--- src/rtl/serial_adder.sv ---
// Digit-serial adder: adds DIGIT bits per clock over WIDTH/DIGIT steps, then
// presents a registered sum, carry-out and two's-complement overflow for one DONE cycle.
module serial_adder #(
  parameter int WIDTH = 8,
  parameter int DIGIT = 1
) (
  input  logic             clk,
  input  logic             reset,
  input  logic             start,
  input  logic [WIDTH-1:0] A,
  input  logic [WIDTH-1:0] B,
  input  logic             C_i,
  output logic             busy,
  output logic             done,
  output logic [WIDTH-1:0] S,
  output logic             C_o,
  output logic             V
);

  localparam int N  = WIDTH / DIGIT;
  localparam int CW = (N > 1) ? $clog2(N) : 1;

  typedef enum logic [1:0] {IDLE, RUN, DONE} state_t;

  state_t           state_q, state_d;
  logic [WIDTH-1:0] a_q, a_d, b_q, b_d, sum_q, sum_d, s_q, s_d;
  logic             carry_q, carry_d, co_q, co_d, v_q, v_d;
  logic             busy_q, busy_d, done_q, done_d;
  logic [CW-1:0]    cnt_q, cnt_d;

  logic [DIGIT:0]   dfull;
  logic [WIDTH-1:0] dsum_w;
  logic             c_msb;

  always_comb begin
    dfull  = {1'b0, a_q[DIGIT-1:0]} + {1'b0, b_q[DIGIT-1:0]} + (DIGIT+1)'(carry_q);
    // Carry into the digit's top bit, recovered from its sum bit and operands.
    c_msb  = dfull[DIGIT-1] ^ a_q[DIGIT-1] ^ b_q[DIGIT-1];
    dsum_w = '0;
    dsum_w[WIDTH-1 -: DIGIT] = dfull[DIGIT-1:0];

    state_d = state_q;
    a_d     = a_q;
    b_d     = b_q;
    sum_d   = sum_q;
    carry_d = carry_q;
    cnt_d   = cnt_q;
    s_d     = s_q;
    co_d    = co_q;
    v_d     = v_q;

    case (state_q)
      IDLE: begin
        if (start) begin
          a_d     = A;
          b_d     = B;
          carry_d = C_i;
          sum_d   = '0;
          cnt_d   = '0;
          state_d = RUN;
        end
      end
      RUN: begin
        a_d     = a_q >> DIGIT;
        b_d     = b_q >> DIGIT;
        sum_d   = (sum_q >> DIGIT) | dsum_w;
        carry_d = dfull[DIGIT];
        cnt_d   = cnt_q + CW'(1);
        if (cnt_q == CW'(N - 1)) begin
          state_d = DONE;
          s_d     = sum_d;
          co_d    = dfull[DIGIT];
          v_d     = c_msb ^ dfull[DIGIT];
        end
      end
      DONE:    state_d = IDLE;
      default: state_d = IDLE;
    endcase

    busy_d = (state_d == RUN);
    done_d = (state_d == DONE);
  end

  always_ff @(posedge clk or posedge reset) begin
    if (reset) begin
      state_q <= IDLE;
      a_q     <= '0;
      b_q     <= '0;
      sum_q   <= '0;
      carry_q <= 1'b0;
      cnt_q   <= '0;
      s_q     <= '0;
      co_q    <= 1'b0;
      v_q     <= 1'b0;
      busy_q  <= 1'b0;
      done_q  <= 1'b0;
    end else begin
      state_q <= state_d;
      a_q     <= a_d;
      b_q     <= b_d;
      sum_q   <= sum_d;
      carry_q <= carry_d;
      cnt_q   <= cnt_d;
      s_q     <= s_d;
      co_q    <= co_d;
      v_q     <= v_d;
      busy_q  <= busy_d;
      done_q  <= done_d;
    end
  end

  assign busy = busy_q;
  assign done = done_q;
  assign S    = s_q;
  assign C_o  = co_q;
  assign V    = v_q;

endmodule

--- config.mk ---
export PLATFORM = sky130hd
export DESIGN_NAME = serial_adder
export DESIGN_NICKNAME = d
export VERILOG_FILES = /design/src/rtl/serial_adder.sv
export SDC_FILE = /design/constraint.sdc
export NUM_CORES = 1
export LEC_CHECK = 0
export ABC_AREA = 1
export BUFFER_PORTS_ARGS = -buffer_cell sky130_fd_sc_hd__buf_2
export CAP_MARGIN = 20
export CORE_MARGIN = 2
export CORE_UTILIZATION = 40
export CTS_BUF_LIST = sky130_fd_sc_hd__clkbuf_8 sky130_fd_sc_hd__clkbuf_16
export DETAILED_ROUTE_END_ITERATION = 12
export GPL_TIMING_DRIVEN = 0
export SETUP_SLACK_MARGIN = 0.4
export SLEW_MARGIN = 20
export SYNTH_ARGS = -nofsm -noshare
export SYNTH_HDL_FRONTEND = slang
export SYNTH_SLANG_ARGS = --single-unit
--- constraint.sdc ---
create_clock -name clk -period 2.1 [get_ports clk]
set_input_delay 0.21 -clock clk [delete_from_list [all_inputs] [get_ports clk]]
set_output_delay 0.21 -clock clk [all_outputs]
set_load 0.02 [all_outputs]
==> After elaboration in Yosys (flattened, before gate mapping) <==
Cells that the tools add are included.
{ "word_totals": {"out_inout_bits": 12, "regBits": 42} }
{ "classes": {"reduce_logical": 4, "mux": 13, "n_addsub": 3, "n_eq_ne": 5, "bitwise_logic": 4} }
{ "ops": {"columns": ["op", "n"], "rows": [
  ["$pmux 8 s2", 3],
  ["$mux 8", 3],
  ["$or 7x8->8", 1],
  ["$pmux 3 s2", 1],
  ["$eq 2x1->1 const B", 2],
  ["$mux 2", 2],
  ["$pmux 2 s2", 1],
  ["$reduce_and 2->1", 2],
  ["$add 3x1->3 const B", 1],
  ["$eq 3x3->1 const B", 1],
  ["$mux 3", 1],
  ["$xor 1x1->1", 3],
  ["$add 1x1->2", 1],
  ["$add 2x1->2", 1],
  ["$eq 2x2->1 const B", 1],
  ["$logic_not 2->1", 1],
  ["$ne 2x2->1 const B", 1],
  ["$pmux 1 s2", 1],
  ["$reduce_bool 2->1", 1],
  ["$mux 1", 1]
]} }

==> Logic depth before layout (Yosys ltp) <==
Gate-level depths: netlist (run 1).
{ "depth": {"word_depth": 5, "mapped_depth": 8, "depth_no_buf": 8} }

==> Worst setup path after synthesis (run 1) <==
OpenSTA, ideal clock, no wires.
{ "synth_timing": {"path_kind": "register to register", "start": "register a_q[0]", "end": "register v_q (netlist: V)", "stages_incl_launch_ff": 9, "synth_period_minus_slack_ns": 1.429, "arrival_ns": 1.364, "setup_slack_ns": 0.671, "cell_sequence": "dfrtp_1 inv_1 fa_1 inv_1 nand2_1 nand2_1 nand2_1 nand3_1 nand2_1"} }
{ "synth_via": {"elab_chain_cells": 5} }
{ "synth_lines": {"columns": ["item", "line", "text"], "rows": [
  ["start: declaration", "26", "logic [WIDTH-1:0] a_q, a_d, b_q, b_d, sum_q, sum_d, s_q, s_d;"],
  ["start signal: assignment", "87", "a_q <= '0;"],
  ["start signal: assignment", "99", "a_q <= a_d;"],
  ["$add 1x1->2", "36", "dfull = {1'b0, a_q[DIGIT-1:0]} + {1'b0, b_q[DIGIT-1:0]} + (DIGIT+1)'(carry_q);"],
  ["$add 2x1->2", "36", null],
  ["$xor 1x1->1 (2 in a row)", "38", "c_msb = dfull[DIGIT-1] ^ a_q[DIGIT-1] ^ b_q[DIGIT-1];"],
  ["$xor 1x1->1 (*)", "73", "v_d = c_msb ^ dfull[DIGIT];"],
  ["end signal: assignment", "106", "v_q <= v_d;"],
  ["end: declaration", "27", "logic carry_q, carry_d, co_q, co_d, v_q, v_d;"]
]} }
Every way passes the cells marked *; elsewhere a longest branch is shown, timed or not.
A chain may end at the register's enable or synchronous reset.

==> Worst setup path in the final report (run 1) <==
Ends and elaborated chain as after synthesis.

==> impl_metrics.tcl, run 1 <==
set metrics [dict create \
    rsz0062_at_grt "no" \
    wl_per_cell_um 11.8 \
    clk_pin_slew_ps 70 \
    n_fill_cell 437 \
    core_area_sq_um 4320 \
    io_pins 32 \
    clk_latency_ps 290 \
    syn_inst 196 \
    synthXorXnorAreaFrac_pct 0 \
    synth_adder_area_share_pct 2.53 \
    synthMuxAreaShare_pct 0 \
    final_common_cell "nand2_1" \
    vdd_drop_max_uv 637 \
    status "complete, no violations" \
    final_cell_mix "nand2_1 (58), dfrtp_1 (41), buf_2 (31)" \
    antenna_found_initial 0 \
    numClockSinks 41 \
    start_util_pct 41.2 \
    min_period_ps 1520 \
    root_buffer "clkbuf_8" \
    leakage_nw 1.09 \
    skew_ps 6.96 \
    grt_max_degree 27 \
    port_buffers 31 \
    final_hold_viol_count 0 \
    max_slew_margin_pct 75.4 \
    synth.distinct_cells 19 \
    antenna_cells 0 \
    layout.nets 259 \
    hp-class "in -> reg" \
    gp_congestion 0.753 \
    detail_route.iter0.violations 84 \
    crit_buf_inv 2 \
    areaGrowthSynthToFinish_pct 18.3 \
    syn_nets 219 \
    cp_slowest_cell "fa_2" \
    hold_depth 3 \
    viasPerCell 4.74 \
    grt_pass1_wl_mm 6.25 \
    first_pass_iters 4 \
    fp.dieW_um 70.7 \
    cp.arrival_ps 1750 \
    cts_made_buffers 5 \
    avgSynthCellArea_sq_um 9.09 \
    netlist_area_sq_um 1780 \
    crit_path_max_incr_delay_ps 630 \
    grt_pass1_vias 1391 \
    drc 0 \
    drive_above_1_share_pct 26.0 \
    cpMostUsedCell "nand2_1" \
    cp-end-kind "flip-flop" \
    dr_total_vias 1359 \
    max_slew.worst_pin.slew_ps 368 \
    ff2ff_setup_slack_ps 580 \
    r2r_cells 8 \
    crit_path_cell_trace "inv_1 -> fa_2 -> inv_1 -> nand2_1 -> nand2_1 -> nand2_1 -> nand3_1 -> nand2_1" \
    grt_usage_pct 15.7 \
    final.setup.tns_ps 0 \
    hold_slack_ps 128 \
    crit_fanout 5 \
    synth_warnings 0 \
    slew_violations 0 \
    ys_ff_latch 41 \
    crit_cells 8 \
    cts_htree_levels 2 \
    crit_family "adder cells" \
    routed_wl_mm 3.40 \
    ant_nets 0 \
    synth_top_family_by_area "simple AND/OR/NAND/NOR gates" \
    critical_path_class "reg -> reg" \
    synth-compound-area-share_pct 14.5 \
    fmax_ghz 0.657 \
    cts.path.max_buffers 2 \
    setup_viol 0 \
    cts_tree "yes" \
    rows 24 \
    cp.required_ps 2330 \
    synth.yosys.seq_area_share_pct 57.6 \
    grt_overflow 0 \
    die_h_um 70.7 \
    drv_cap 0 \
    finalCritPeriodShare_pct 72.5 \
    cp-start-kind "flip-flop" \
    die_area_sq_um 5000 \
    synth-simple-area-share_pct 18.2 \
    p_per_area_nw_per_um2 1500 \
    detailed_place_hpwl_mm 2.40 \
]
==> registers in the layout (all words and copies together), names as in the netlist <==
name     cells
C_o          1
state_q      2
S            8
sum_q        7
V            1
done         1
cnt_q        3
carry_q      1
busy         1
a_q          8
b_q          8
==> power breakdown <==
part	switching [W]	leakage (nW)	internal (W)
Clock	0.000251	0.0399	0.000219
Combinational	0.000869	0.533	0.000552
Sequential	0.000155	0.516	0.00112
Total	0.00128	1.09	0.00189
==> through the flow <==
| step | cells | utilization, % | setup slack, ps | area [sq um] | power, W |
|---|---|---|---|---|---|
| after floorplan | 196 | - | 671 | 1780 | 0.00236 |
| after global placement | 279 | 46.3 | 353 | 2000 | 0.00268 |
| after CTS | 287 | 48.7 | 527 | 2110 | 0.00319 |
| after detailed placement | 280 | 46.8 | 547 | 2020 | 0.00272 |
| final | 287 | 48.8 | 577 | 2110 | 0.00317 |
| after global routing | 287 | 48.8 | 439 | 2110 | 0.00349 |
==> cell type report <==
cell class / count / area (sq um) / share of cell area [%]
Tap cell: 52 / 65.1 / 3.09
Inverter: 16 / 60.1 / 2.85
Multi-Input combinational cell: 131 / 631 / 29.9
Buffer: 8 / 67.6 / 3.20
Clock inverter: 1 / 5.00 / 0.237
Sequential cell: 41 / 1030 / 48.7
Timing Repair Buffer: 33 / 185 / 8.78
Clock buffer: 5 / 68.8 / 3.26
==> logic make-up after synthesis <==
logic type,count (synthesis)
DFF,41
adders and majority gates,3
and+or+nand+nor,82
buffers and inverters,24
AOI/OAI and AO/OA,46
==> metal layers <==
| layer | vias up | wire length [um] | GRT usage (%) |
|---|---|---|---|
| met2 | 33 | 1440 | 23.5 |
| met4 | 0 | 53 | 5.66 |
| met3 | 7 | 162 | 3.85 |
| li1 | 700 | - | - |
| met5 | - | 0 | 0 |
| met1 | 619 | 1740 | 22.4 |
==> cells in the mapped netlist (all sizes together) <==
library cell | count | area share [%]
buf | 7 | 3.6
nand3 | 1 | 0.28
nor2 | 20 | 4.6
clkbuf | 1 | 0.21
o21ai | 25 | 8.3
o22ai | 3 | 1.1
inv | 16 | 3.4
nand2 | 61 | 13
o211ai | 1 | 0.42
dfrtp | 41 | 58
fa | 1 | 1.1
ha | 2 | 1.4
a21oi | 17 | 4.8
==> what timing repair did <==
action                     4_1_cts  5_1_grt
setup endpoints to repair        0        1
hold endpoints to repair        15        0
hold buffers                     1        0
buffers inserted                 0        0
gates resized for setup          0        2
==> worst min-delay path, cell delays in order <==
cell     delay, ps
buf_2           80
nand2_1         40
nand2_1         50
==> worst paths after layout <==
kind	end	start
setup / recovery	V	a_q[0]
hold / removal	a_q[7]	A[7]
setup reg to reg	V	a_q[0]
hold reg to reg	V	V
max in group asynchronous	b_q[0]	reset
min in group asynchronous	busy	reset
Note: power is estimated with default switching activity, not from simulation.
==> run 2, diff against run 1 <==
--- a/config.mk
+++ b/config.mk
@@ -5,7 +5,7 @@
 export SDC_FILE = /design/constraint.sdc
 export NUM_CORES = 1
 export LEC_CHECK = 0
-export ABC_AREA = 1
+export ABC_AREA = 0
 export BUFFER_PORTS_ARGS = -buffer_cell sky130_fd_sc_hd__buf_2
 export CAP_MARGIN = 20
 export CORE_MARGIN = 2
==> constraint.sdc (replaced) <==
create_clock -name clk -period 1.4 [get_ports clk]
set_input_delay 0.14 -clock clk [delete_from_list [all_inputs] [get_ports clk]]
set_output_delay 0.14 -clock clk [all_outputs]
set_load 0.02 [all_outputs]
==> impl_metrics.tcl, run 2 <==
set metrics [dict create \
    status "finished with violations" \
    violations "negative setup slack" \
    grt_usage_pct 18.3 \
    cp.required_ps 1590 \
    synth_largest_area_cell "dfrtp_1" \
    crit_fanout 2 \
    grt_pass1_wl_mm 7.04 \
    critical_path_class "reg -> reg" \
    synth.distinct_cells 23 \
    use_met2_pct 29.4 \
    r2r_start "b_q[0]" \
    detail_route.iter0.violations 40 \
    skew_ps 3.76 \
    crit_family "adder cells" \
    fp.dieW_um 70.5 \
    setup_viol 3 \
    drv_cap 0 \
    synth.yosys.seq_area_share_pct 58.0 \
    n_fill_cell 316 \
    first_pass_iters 4 \
    fin_util_pct 63.5 \
    synth.area.top_cells "dfrtp_1 (58%), mux2i_1 (7.9%), a22o_1 (5.0%)" \
    core_area_sq_um 4290 \
    grt_max_degree 42 \
    cts_htree_levels 2 \
    grt.met3_usage_pct 4.62 \
    max_slew_margin_pct 40.4 \
    slew_violations 0 \
    routed_wl_mm 4.10 \
    grt_pass1_vias 1456 \
    min_period_ps 1420 \
    cp.arrival_ps 1610 \
    start_util_pct 41.2 \
    ys_top_cells_by_count "dfrtp_1 (41), nand2_1 (20), mux2i_1 (14), o21ai_0 (12), a22o_1 (10)" \
    total_power_w 0.00619 \
    hp-class "in -> async" \
    final_cell_mix "dfrtp_1 (41), buf_2 (24), buf_4 (22)" \
    syn_nets 165 \
    cp_slowest_cell "fa_2" \
    crit_buf_inv 1 \
    cts.path.max_buffers 2 \
    rows 24 \
    setup_slack_ps -23.4 \
    fmax_ghz 0.703 \
    cp-start-kind "flip-flop" \
    p_per_area_nw_per_um2 2270 \
    synth_edf_count 0 \
    die_h_um 70.5 \
    synth_top_area_share_pct 58.0 \
    grt_overflow 0 \
    antenna_found_initial 0 \
    synthArstFlopShare_pct 100 \
    ctsHoldBuffers 0 \
    crit_path_max_incr_delay_ps 590 \
    cp-end-kind "flip-flop" \
    final_common_cell "dfrtp_1" \
    detailed_place_hpwl_mm 2.28 \
    vdd_drop_max_uv 937 \
    clk_latency_ps 290 \
    cts_tree "yes" \
    rsz0062_at_grt "yes" \
    leakage_nw 1.36 \
    layout.nets 238 \
    io_pins 32 \
    grt.met1_usage_pct 24.3 \
    die_area_sq_um 4970 \
    wl_per_cell_um 15.3 \
    numClockSinks 41 \
    busiest_layer "met2" \
    dr_total_vias 1342 \
    clk_pin_slew_ps 80 \
    root_buffer "clkbuf_8" \
    drc 0 \
    ys_ff_latch 41 \
    ant_nets 0 \
    ff2ff_setup_slack_ps -20 \
    drive_above_1_share_pct 62.0 \
    crit_path_cell_trace "inv_2 -> fa_2 -> xnor2_2 -> xnor2_1 -> o21ai_1" \
    max_slew.worst_pin.slew_ps 892 \
    final_hold_viol_count 0 \
    gp_congestion 0.672 \
    netlist_area_sq_um 1770 \
    finalCritPeriodShare_pct 102 \
    viasPerCell 5.01 \
    avgSynthCellArea_sq_um 12.5 \
    synth_warnings 0 \
    synth_most_common_cell "dfrtp_1" \
    r2r_cells 5 \
    syn_inst 142 \
    cts_made_buffers 5 \
    synth_ff_type "dfrtp_1" \
    antenna_cells 0 \
    crit-reg2reg-capture "V" \
    port_buffers 31 \
    areaGrowthSynthToFinish_pct 54.2 \
]
## run 2: cell count changes after synthesis, moves of 4 or more
cell	previous run	this run
nand2_1	58	20
nor2_1	19	0
mux2i_1	0	14
a21oi_1	17	4
a22o_1	0	10
inv_1	13	6
o21ai_2	6	0
mux2_2	0	5
buf_2	0	4
buf_4	4	0
o21ai_0	16	12
o21ai_1	3	7
## run 2: worst register-to-register path, delay by kind of cell, from the launching register on
kind,cells,cell delay [ps]
AO/OA/AOI/OAI,1,70
flip-flops,1,360
buffers and inverters,1,50
adder cells (fa/ha/maj),1,590
XOR/XNOR,2,250
## run 2: repair_timing
item / CTS / global route
pin swaps: 20 / 10
resized for setup: 40 / 42
setup endpoints to repair: 41 / 51
hold endpoints to repair: 0 / 0
cloned: 6 / 0
setup buffers: 19 / 10
## run 2: cell type report
type	instances	area, sq um	share of cell area [%]
Buffer	9	119	4.36
Clock buffer	7	96.3	3.53
Clock inverter	1	5.00	0.183
Inverter	6	26.3	0.963
Multi-Input combinational cell	87	850	31.1
Sequential cell	41	1030	37.6
Tap cell	52	65.1	2.39
Timing Repair Buffer	65	541	19.8
## run 2: logic make-up after synthesis
family                   share of synthesized area [%]
flip-flops                                        58.0
AO/OA/AOI/OAI                                     12.5
AND/OR/NAND/NOR                                   7.00
multiplexers                                      12.8
buffers and inverters                             5.66
XOR/XNOR                                          1.49
adder cells (fa/ha/maj)                           2.55
## run 2: worst max path at each step
stage	end	from	depth (start not counted)	slack [ps]
floorplan	V	b_q[0]	5	-5
global placement	V	b_q[0]	5	-90
detailed placement	V	b_q[0]	5	-130
CTS	V	b_q[0]	5	-30
global route	V	b_q[0]	5	-90
finish	V	b_q[0]	5	-20
## run 2: per-layer routing
metal,vias up,share of wire (%)
met5,-,0
met4,0,1.7
met3,6,2.8
met2,20,49
met1,679,46
li1,637,-
## run 2: metrics by stage
stage | instance area, sq um | hold WS, ps | std cells | setup WS [ps] | TNS, ps
floorplan | 1820 | 125 | 142 | -4.70 | -4.70
global placement | 2040 | 341 | 225 | -93.5 | -157
detailed placement | 2040 | 367 | 225 | -125 | -222
CTS | 2520 | 48.6 | 258 | -33.1 | -33.1
global route | 2730 | 59.0 | 268 | -88.6 | -304
finish | 2730 | 19.5 | 268 | -23.4 | -34.1
## run 2: power breakdown
part	internal (W)	leakage (nW)	switching (W)	total [W]
Clock	0.000446	0.0542	0.000402	0.000847
Combinational	0.00192	0.786	0.00141	0.00334
Sequential	0.00167	0.521	0.000339	0.00201
Total	0.00403	1.36	0.00216	0.00619
